`src/rtl/ctag_ctrl_pkg.sv`:
```
// Shared constants, state encoding and parity helper for the cache tag control stage.
package ctag_ctrl_pkg;

  localparam int IDX_W   = 10;
  localparam int TAG_W   = 12;
  localparam int TD_W    = 14;
  localparam int VLD_BIT = 12;
  localparam int PAR_BIT = 13;

  // Last index written by the flush sweep; the counter stops here and never wraps.
  localparam logic [IDX_W-1:0] FLUSH_LAST = 10'd1023;

  // State encoding (plain constants so older tools and checkers can share them).
  localparam logic [2:0] ST_IDLE = 3'd0;
  localparam logic [2:0] ST_LOOK = 3'd1;
  localparam logic [2:0] ST_WSET = 3'd2;
  localparam logic [2:0] ST_WPUL = 3'd3;
  localparam logic [2:0] ST_FSET = 3'd4;
  localparam logic [2:0] ST_FPUL = 3'd5;
  localparam logic [2:0] ST_DONE = 3'd6;

  // Odd parity bit for a 13-bit tag entry: the full 14-bit word carries an odd number of ones.
  function automatic logic odd_par(input logic [PAR_BIT-1:0] d);
    return ~(^d);
  endfunction

endpackage

```
`src/rtl/ctag_ctrl_if.sv`:
```
// Bundle of the requester handshake and the tag array port.
// Handshake: a requester raises exactly one *_REQ (or several; FLUSH > INV > FILL > LOOK)
// with PA stable and holds it until it observes ACK high for one cycle; requests are only
// sampled while BUSY is low, so a held request that loses arbitration simply waits.
// HIT/PERR are meaningful in the ACK cycle of a lookup and hold until the next lookup ends.
interface ctag_ctrl_if;
  import ctag_ctrl_pkg::*;

  logic [23:0]       PA;
  logic              LOOK_REQ;
  logic              FILL_REQ;
  logic              INV_REQ;
  logic              FLUSH_REQ;
  logic              ACK;
  logic              HIT;
  logic              PERR;
  logic              BUSY;
  logic [IDX_W-1:0]  TA;
  logic [TD_W-1:0]   TD;
  logic [TD_W-1:0]   TQ;
  logic              TnWE;

  // Environment side: requester plus the tag array itself.
  modport master (
    output PA, LOOK_REQ, FILL_REQ, INV_REQ, FLUSH_REQ, TQ,
    input  ACK, HIT, PERR, BUSY, TA, TD, TnWE
  );

  // Controller side.
  modport slave (
    input  PA, LOOK_REQ, FILL_REQ, INV_REQ, FLUSH_REQ, TQ,
    output ACK, HIT, PERR, BUSY, TA, TD, TnWE
  );

endinterface

```
`src/rtl/ctag_parity.sv`:
```
// 13-bit odd-parity generator; checking is done by comparing against a stored parity bit.
module ctag_parity
  import ctag_ctrl_pkg::*;
(
  input  logic [PAR_BIT-1:0] data,
  output logic               par
);

  assign par = odd_par(data);

endmodule

```
`src/rtl/ctag_ctrl.sv`:
```
// Cache tag array control stage: lookup, fill, single-line invalidate and full flush sweep.
// One operation at a time; array address/data are registered and only move while TnWE is high.
module ctag_ctrl
  import ctag_ctrl_pkg::*;
(
  input  logic        CLK,
  input  logic        RST,
  ctag_ctrl_if.slave  bus
);

  logic [2:0]        state_q, state_d;
  logic [IDX_W-1:0]  ta_q, ta_d;
  logic [TD_W-1:0]   td_q, td_d;
  logic [TAG_W-1:0]  tag_q, tag_d;
  logic [IDX_W-1:0]  cnt_q, cnt_d;
  logic              we_n_q, we_n_d;
  logic              ack_q, ack_d;
  logic              hit_q, hit_d;
  logic              perr_q, perr_d;

  logic [IDX_W-1:0]  pa_idx;
  logic [TAG_W-1:0]  pa_tag;
  logic              fill_par;
  logic              tq_par;
  logic              parity_ok;
  logic [TD_W-1:0]   td_clear;
  logic              unused_pa;

  assign pa_idx    = bus.PA[11:2];
  assign pa_tag    = bus.PA[23:12];
  assign unused_pa = ^bus.PA[1:0];

  // Parity for a fill entry (valid=1 plus the new tag).
  ctag_parity u_fill_par (
    .data ({1'b1, pa_tag}),
    .par  (fill_par)
  );

  // Expected parity of the word currently read from the array.
  ctag_parity u_chk_par (
    .data (bus.TQ[VLD_BIT:0]),
    .par  (tq_par)
  );

  assign parity_ok = (bus.TQ[PAR_BIT] == tq_par);

  // Invalid entry with a consistent parity bit, used by invalidate and flush.
  assign td_clear = {odd_par(13'h0000), 13'h0000};

  // Next-state and datapath decode; TnWE low is only ever requested for the pulse states.
  always_comb begin
    state_d = state_q;
    ta_d    = ta_q;
    td_d    = td_q;
    tag_d   = tag_q;
    cnt_d   = cnt_q;
    hit_d   = hit_q;
    perr_d  = perr_q;
    we_n_d  = 1'b1;
    ack_d   = 1'b0;
    case (state_q)
      ST_IDLE: begin
        if (bus.FLUSH_REQ) begin
          cnt_d   = '0;
          ta_d    = '0;
          td_d    = td_clear;
          state_d = ST_FSET;
        end else if (bus.INV_REQ) begin
          ta_d    = pa_idx;
          tag_d   = pa_tag;
          td_d    = td_clear;
          state_d = ST_WSET;
        end else if (bus.FILL_REQ) begin
          ta_d    = pa_idx;
          tag_d   = pa_tag;
          td_d    = {fill_par, 1'b1, pa_tag};
          state_d = ST_WSET;
        end else if (bus.LOOK_REQ) begin
          ta_d    = pa_idx;
          tag_d   = pa_tag;
          state_d = ST_LOOK;
        end
      end
      ST_LOOK: begin
        hit_d   = bus.TQ[VLD_BIT] & (bus.TQ[TAG_W-1:0] == tag_q) & parity_ok;
        perr_d  = ~parity_ok;
        ack_d   = 1'b1;
        state_d = ST_DONE;
      end
      ST_WSET: begin
        we_n_d  = 1'b0;
        state_d = ST_WPUL;
      end
      ST_WPUL: begin
        ack_d   = 1'b1;
        state_d = ST_DONE;
      end
      ST_FSET: begin
        we_n_d  = 1'b0;
        state_d = ST_FPUL;
      end
      ST_FPUL: begin
        if (cnt_q == FLUSH_LAST) begin
          ack_d   = 1'b1;
          state_d = ST_DONE;
        end else begin
          cnt_d   = cnt_q + 10'd1;
          ta_d    = cnt_q + 10'd1;
          state_d = ST_FSET;
        end
      end
      ST_DONE: begin
        state_d = ST_IDLE;
      end
      default: begin
        state_d = ST_IDLE;
      end
    endcase
  end

  // State and output registers; reset releases the write strobe immediately.
  always_ff @(posedge CLK or posedge RST) begin
    if (RST) begin
      state_q <= ST_IDLE;
      ta_q    <= '0;
      td_q    <= '0;
      tag_q   <= '0;
      cnt_q   <= '0;
      we_n_q  <= 1'b1;
      ack_q   <= 1'b0;
      hit_q   <= 1'b0;
      perr_q  <= 1'b0;
    end else begin
      state_q <= state_d;
      ta_q    <= ta_d;
      td_q    <= td_d;
      tag_q   <= tag_d;
      cnt_q   <= cnt_d;
      we_n_q  <= we_n_d;
      ack_q   <= ack_d;
      hit_q   <= hit_d;
      perr_q  <= perr_d;
    end
  end

  assign bus.ACK  = ack_q;
  assign bus.HIT  = hit_q;
  assign bus.PERR = perr_q;
  assign bus.BUSY = (state_q != ST_IDLE);
  assign bus.TA   = ta_q;
  assign bus.TD   = td_q;
  assign bus.TnWE = we_n_q;

endmodule

```
`src/flat_wrapper.sv`:
```
// flat-port wrapper written by rule: the top's interface ports become plain ports
module ctag_ctrl_flat import ctag_ctrl_pkg::*;
  (CLK, RST, bus_PA, bus_LOOK_REQ, bus_FILL_REQ, bus_INV_REQ, bus_FLUSH_REQ, bus_TQ, bus_ACK, bus_HIT, bus_PERR, bus_BUSY, bus_TA, bus_TD, bus_TnWE);
  ctag_ctrl_if bus_i ();
  input  logic CLK;
  input  logic RST;
  input wire logic [$bits(bus_i.PA)-1:0] bus_PA;
  input wire logic [$bits(bus_i.LOOK_REQ)-1:0] bus_LOOK_REQ;
  input wire logic [$bits(bus_i.FILL_REQ)-1:0] bus_FILL_REQ;
  input wire logic [$bits(bus_i.INV_REQ)-1:0] bus_INV_REQ;
  input wire logic [$bits(bus_i.FLUSH_REQ)-1:0] bus_FLUSH_REQ;
  input wire logic [$bits(bus_i.TQ)-1:0] bus_TQ;
  output wire logic [$bits(bus_i.ACK)-1:0] bus_ACK;
  output wire logic [$bits(bus_i.HIT)-1:0] bus_HIT;
  output wire logic [$bits(bus_i.PERR)-1:0] bus_PERR;
  output wire logic [$bits(bus_i.BUSY)-1:0] bus_BUSY;
  output wire logic [$bits(bus_i.TA)-1:0] bus_TA;
  output wire logic [$bits(bus_i.TD)-1:0] bus_TD;
  output wire logic [$bits(bus_i.TnWE)-1:0] bus_TnWE;
  assign bus_i.PA = bus_PA;
  assign bus_i.LOOK_REQ = bus_LOOK_REQ;
  assign bus_i.FILL_REQ = bus_FILL_REQ;
  assign bus_i.INV_REQ = bus_INV_REQ;
  assign bus_i.FLUSH_REQ = bus_FLUSH_REQ;
  assign bus_i.TQ = bus_TQ;
  assign bus_ACK = bus_i.ACK;
  assign bus_HIT = bus_i.HIT;
  assign bus_PERR = bus_i.PERR;
  assign bus_BUSY = bus_i.BUSY;
  assign bus_TA = bus_i.TA;
  assign bus_TD = bus_i.TD;
  assign bus_TnWE = bus_i.TnWE;
  ctag_ctrl u_core (.CLK(CLK), .RST(RST), .bus(bus_i));
endmodule
```
`config.mk`:
```
export PLATFORM = sky130hd
export DESIGN_NAME = ctag_ctrl_flat
export DESIGN_NICKNAME = d
export VERILOG_FILES = /design/src/rtl/ctag_ctrl_pkg.sv /design/src/rtl/ctag_ctrl_if.sv /design/src/rtl/ctag_parity.sv /design/src/rtl/ctag_ctrl.sv /design/src/flat_wrapper.sv
export SDC_FILE = /design/constraint.sdc
export NUM_CORES = 1
export LEC_CHECK = 0
export ABC_AREA = 1
export ABC_CLOCK_PERIOD_IN_PS = 1600
export CAP_MARGIN = 5
export CORE_ASPECT_RATIO = 1.1
export CORE_MARGIN = 2
export CORE_UTILIZATION = 45
export DETAILED_ROUTE_END_ITERATION = 10
export PLACE_DENSITY = 0.76
export SYNTH_ARGS = -nofsm -noshare
export SYNTH_HDL_FRONTEND = slang
export SYNTH_SLANG_ARGS = --single-unit
export TNS_END_PERCENT = 1
```
`constraint.sdc`:
```
create_clock -name CLK -period 1.6 [get_ports CLK]
set_input_delay 0.4 -clock CLK [delete_from_list [all_inputs] [get_ports CLK]]
set_output_delay 0.4 -clock CLK [all_outputs]
set_load 0.02 [all_outputs]
```
# == Word level (Yosys, flattened, before mapping) ==
# Index checks and enable logic that the tools add are counted.
# classes
add_sub_neg,1
mux,23
eq_ne,11
bitwise,6
reduce_logical,13
# op_table
operator,n
$mux W10,6
$mux W14,3
$pmux W10 S2,2
$mux W12,3
$reduce_xor A13 Y1,2
$pmux W3 S5,1
$eq A12 B12 Y1,1
$mux W3,4
$add A10 B1 Y10 const B,1
$eq A10 B10 Y1 const B,1
$reduce_and A3 Y1,3
$reduce_bool A3 Y1,3
$eq A3 B2 Y1 const B,2
$eq A3 B3 Y1 const B,2
$ne A5 B5 Y1 const B,1
$ne A2 B2 Y1 const B,2
$not A1 Y1,4
$reduce_or A2 Y1,2
$eq A3 B1 Y1 const B,1
$logic_not A3 Y1,1
$and A1 B1 Y1,2
$mux W1,2
$mux W2,1
$pmux W1 S2,1
other kinds (3),3
# totals
output_inout_bits,29
elab_cells,63
inputBits,44
reg_bits,53

# == Longest topological paths before layout ==
# logic_depth
depth_word,5
depth_mapped,12
mapped_depth_nobuf,12

# == By module ==
# Synthesis repeated with hierarchy kept, for this count alone.
# hier_totals
hier_cells,495
hier_area_um2,3330.7
# by_module_without_submodules
module,area_per_inst_um2,cells_per_inst,seq_area_each_um2,n_inst
ctag_ctrl,2707.6,337,1327.5,1
ctag_parity,311.5,79,0.0,2

# == Worst setup path before layout ==
# No wires, ideal clock.
# synth_path
path_kind,register to register
start,reg u_core.cnt_q[0]
end,reg u_core.cnt_q[3]
arrival_ps,1245
required_ps,1473
stages_incl_launch_ff,10
setup_time_ps,127
period_less_slack_ps,1372
slack_ps,228
n_path_buf,1
cell_sequence,dfrtp_1 > ha_1 > nand2_1 > inv_1 > nand4_2 > o21ai_2 > nand2_2 > nand2_4 > buf_6 > o21ai_2
# synth_between
elab_chain_len,3
elab_cells_between_ends,6
cone_classes,1 x add/sub; 2 x eq/ne; 2 x mux; 1 x reduce/logical
# synth_rtl
element,line_no,text
"start, declared",ctag_ctrl.sv:15,"logic [IDX_W-1:0] cnt_q, cnt_d;"
"start signal, assigned",ctag_ctrl.sv:138,cnt_q <= cnt_d;
$add A10 B1 Y10 / $eq A10 B10 Y1 (equally long branches),"ctag_ctrl.sv:107, ctag_ctrl.sv:103",
$mux W10 / $ne A2 B2 Y1 (equally long branches),-,
$pmux W10 S2 / $reduce_and A3 Y1 (equally long branches),-,
# Several ways; a longest one is shown, not always the timed one. The select of a mux whose other input is x is not followed.
# A chain may end at the register's enable or synchronous reset.

# == Worst setup path after layout ==
# layout_path
start,reg u_core.state_q[0]
end,out bus_BUSY
# layout_between
elab_chain_len,1
# layout_rtl
element,line_no,text
"start, declared",ctag_ctrl.sv:11,"logic [2:0] state_q, state_d;"
"start signal, assigned",ctag_ctrl.sv:134,state_q <= state_d;
$reduce_bool A3 Y1,ctag_ctrl.sv:149,assign bus.BUSY = (state_q != ST_IDLE);
"end, declared",flat_wrapper.sv:16,output wire logic [$bits(bus_i.BUSY)-1:0] bus_BUSY;
# Every way passes these cells.

==> impl_metrics.csv <==
group,metric,value,unit
sta,layout_setup_ws,-0.01308,ns
run_status,violations,"negative setup slack",
grt,grt_pass1_wl,12.05,mm
routing,routed_wl,7.307,mm
placed_design,portBuffers,70,
routing,wl_per_cell,11.75,um
die,row_count,31,
power,post-layout-total-power,6.164,mW
die,die_width,82.58,um
routing,vias,2958,
sta,achievable-frequency,0.6199,GHz
routing,avgViaCountPerCell,4.756,
final_layout,layout-area-overhead-vs-synth,39.17,%
logic_synthesis,post_synth_main_area_contributors,"sky130_fd_sc_hd__dfrtp_1 43%, sky130_fd_sc_hd__nand2_1 24%, sky130_fd_sc_hd__inv_1 6.3%",
worst_setup_path,dominant_delay_contributor_by_cell_family_on_the_critical_path,"flip-flops",
final_layout,fin_nets,584,
sta,totalNegativeSetupSlack,-0.02183,ns
logic_synthesis,synth_cell_count_leaders,"199 x sky130_fd_sc_hd__nand2_1, 52 x sky130_fd_sc_hd__dfrtp_1, 51 x sky130_fd_sc_hd__inv_1",
logic_synthesis,ys_dominant_reg_cell,"sky130_fd_sc_hd__dfrtp_1",
worst_setup_path,worst_path_most_repeated_cell,"sky130_fd_sc_hd__inv_2",
logic_synthesis,synth_warnings,0,
logic_synthesis,yosysMostFrequentCell,"sky130_fd_sc_hd__nand2_1",
power,static-leakage-power,2.363,nW
logic_synthesis,net_count_after_synthesis,476,
cts,cts_hold_repair.buffers,0,
routing,drt.antenna.violating_nets,0,
logic_synthesis,postSynthCellCount,431,
final_layout,antennaDiodeCount,0,
grt,globalRoute.totalOverflow,0,
die,io_pins,73,
cts,cts.htree.levels,2,
routing,drt_first_iter_violations,118,
cts,clock_sinks,53,
worst_setup_path,worst-endpoint-arrival,1.21,ns
logic_synthesis,number_of_register_bits_inferred_by_synthesis,53,
final_layout,drive_above_1_share,14.07,%
die,die_span_y,90.44,um
worst_setup_path,largest_driver_fanout_on_the_critical_path,2,
cts,worst_skew_pair_later_pin_latency,0.30,ns
sta,timing.final.setup_violations,2,
cts,cts_buffer_depth,2,
routing,detail_route.first_pass.iterations,4,
final_layout,postLayoutCellArea,4254,um^2
logic_synthesis,post_synth.cell_area_avg,7.092,um^2
cts,tritoncts,"done",
worst_setup_path,critical_path_buf_inv_count,3,
sta,min_period_over_period,100.8,%
routing,total_drc_errors_in_the_routed_layout,0,
logic_synthesis,netlist_area,3057,um^2
power,power.density_cell_area,1449,nW/um^2
logic_synthesis,seq_area_frac_synth,43.43,%
logic_synthesis,synth-edff-count,0,
run_status,outcome,"finished, violations left",
die,coreArea,6594,um^2
worst_setup_path,worstPathCellList,"nor2_2 -> inv_2 -> nor2_4 -> inv_2 -> buf_4",
die,die-area,7469,um^2
logic_synthesis,synthDominantAreaCellType,"sky130_fd_sc_hd__dfrtp_1",
power,power.ir.vdd_worst,0.7002,mV
final_layout,n_fill_cell,587,
logic_synthesis,synth_cell_type_count,35,
sta,final-hold-violation-count,0,
grt,number_of_global_route_vias_before_repair,2755,
grt,number_of_antenna_violations_at_the_first_check_in_global_routing,0,
worst_setup_path,worstSetupEndpointType,"output pin",
worst_setup_path,cpMaxStageDelayCell,"sky130_fd_sc_hd__dfrtp_1",
grt,grt_max_degree,25,
sta,skew,0.007561,ns
worst_setup_path,start_kind,"register",
hold_path,holdCritPathClass,"primary input to asynchronous set/reset pin",
placed_design,detailedPlacementHpwl,5.828,mm
cts,cts_inserted_buffers,5,
worst_setup_path,crit_type,"register to output pin",
sta,max_slew_violations,0,
worst_setup_path,critPathMaxStageDelay,0.41,ns
cts,root_buffer,"sky130_fd_sc_hd__clkbuf_8",
sta,final_period_minus_worst_setup_slack,1.613,ns
logic_synthesis,synth.top_cell.area_share,42.57,%
logic_synthesis,async_flop_share,100.0,%
grt,combined_global_route_utilization_of_all_metal_layers,20.28,%
sta,worst_pin_slew,0.4008,ns
worst_setup_path,critPathRequiredTime,1.20,ns
sta,maxSlewHeadroom,73.00,%
die,initial_util,46.36,%
placed_design,placement.cell_area,4110,um^2
sta,rsz0062_at_grt,"yes",
run,max_cap_viol_count,0,
cts,clkSlewWorstSetupHoldPaths,0.10,ns
placed_design,gp_congestion,0.8626,
sta,holdWs,0.3817,ns
==> what timing repair did <==
action,4_1_cts,5_1_grt
endpoints found under the hold margin,0,0
setup buffers,0,2
resized for setup,32,16
pin swaps,0,6
setup endpoints to repair,30,28
==> through the flow <==
| step | instances | util (%) | setup slack, ns |
|---|---|---|---|
| floorplan | 431 | - | 0.2283 |
| CTS | 620 | 63.53 | -0.1089 |
| global placement | 612 | 62.33 | -0.1345 |
| detailed placement | 612 | 62.33 | -0.1918 |
| finish | 622 | 64.52 | -0.01308 |
| global route | 622 | 64.52 | -0.1016 |
==> cell families after synthesis <==
family                     synth area share [%]
AOI/OAI and AO/OA                         9.743
and+or+nand+nor                           33.28
xor gates and xnor gates                  4.298
DFF                                       43.43
adders and majority gates                0.4093
buffers and inverters                     8.514
muxes                                    0.3275
==> final timing paths <==
kind	start	to	slack [ns]	depth (start not counted)
max	u_core.state_q[0]$_DFFE_PP0N_	bus_BUSY	-0.01	5
min	RST	u_core.state_q[0]$_DFFE_PP0N_	0.38	2
max reg2reg	u_core.state_q[1]$_DFFE_PP0N_	u_core.bus.TA[2]$_DFFE_PP0P_	-0.01	10
min reg2reg	u_core.bus.TA[9]$_DFFE_PP0P_	u_core.bus.TA[9]$_DFFE_PP0P_	0.48	2
max in group asynchronous	RST	u_core.cnt_q[0]$_DFFE_PP0P_	0.74	3
min in group CLK	u_core.bus.TA[9]$_DFFE_PP0P_	u_core.bus.TA[9]$_DFFE_PP0P_	0.48	2
==> cells in the final DEF, fill, tap and decap left out, types with 5 or more instances in the layout <==
master / synthesis / routed
sky130_fd_sc_hd__nand3_1: 11 / 11
sky130_fd_sc_hd__buf_4: 0 / 35
sky130_fd_sc_hd__clkdlybuf4s50_1: 0 / 37
sky130_fd_sc_hd__clkbuf_8: 0 / 5
sky130_fd_sc_hd__dlygate4sd2_1: 0 / 28
sky130_fd_sc_hd__o21ai_1: 16 / 17
sky130_fd_sc_hd__dfrtp_1: 52 / 52
sky130_fd_sc_hd__xor2_1: 6 / 6
sky130_fd_sc_hd__nand2_1: 199 / 198
sky130_fd_sc_hd__inv_1: 51 / 49
sky130_fd_sc_hd__xnor2_1: 9 / 9
sky130_fd_sc_hd__nor2_1: 17 / 17
sky130_fd_sc_hd__o21ai_2: 8 / 8
sky130_fd_sc_hd__o21ai_0: 17 / 16
==> layer usage <==
layer | vias to the layer above | part of all wire (%) | track usage (%)
met4 | 0 | 1.3 | 4.918
met1 | 1343 | 45 | 28.12
met3 | 9 | 4.7 | 2.100
li1 | 1545 | - | -
met5 | - | 0 | 0
met2 | 61 | 49 | 33.67
==> power breakdown <==
part	internal, mW	leakage (nW)	switching (mW)
logic	1.22	1.62	1.77
clock network	0.470	0.0554	0.428
registers	1.90	0.690	0.371
total	3.59	2.36	2.57
==> registers in the layout, indices dropped and copies added (netlist names) <==
register / flops
u_core.bus.TD: 14
u_core.tag_q: 12
u_core.bus.TA: 10
u_core.cnt_q: 10
u_core.state_q: 3
u_core.bus.ACK: 1
u_core.bus.HIT: 1
u_core.bus.PERR: 1
u_core.bus.TnWE: 1
==> final cells by class <==
type | instances | area [um^2] | area share [%]
inverter | 57 | 224.0 | 5.265
clock inverter | 2 | 38.79 | 0.9118
sequential | 53 | 1328 | 31.21
timing repair buffer | 107 | 979.7 | 23.03
clock buffer | 6 | 72.57 | 1.706
multi-input combinational | 315 | 1509 | 35.47
tap | 82 | 102.6 | 2.412
==> worst register-to-register path, delay by kind of cell, from the launching register on <==
kind            cells  cell delay [ns]
buf+inv             4             0.53
simple gates        4             0.45
flops               1             0.41
compound gates      2             0.12
Power figures use the tool's default switching activity.
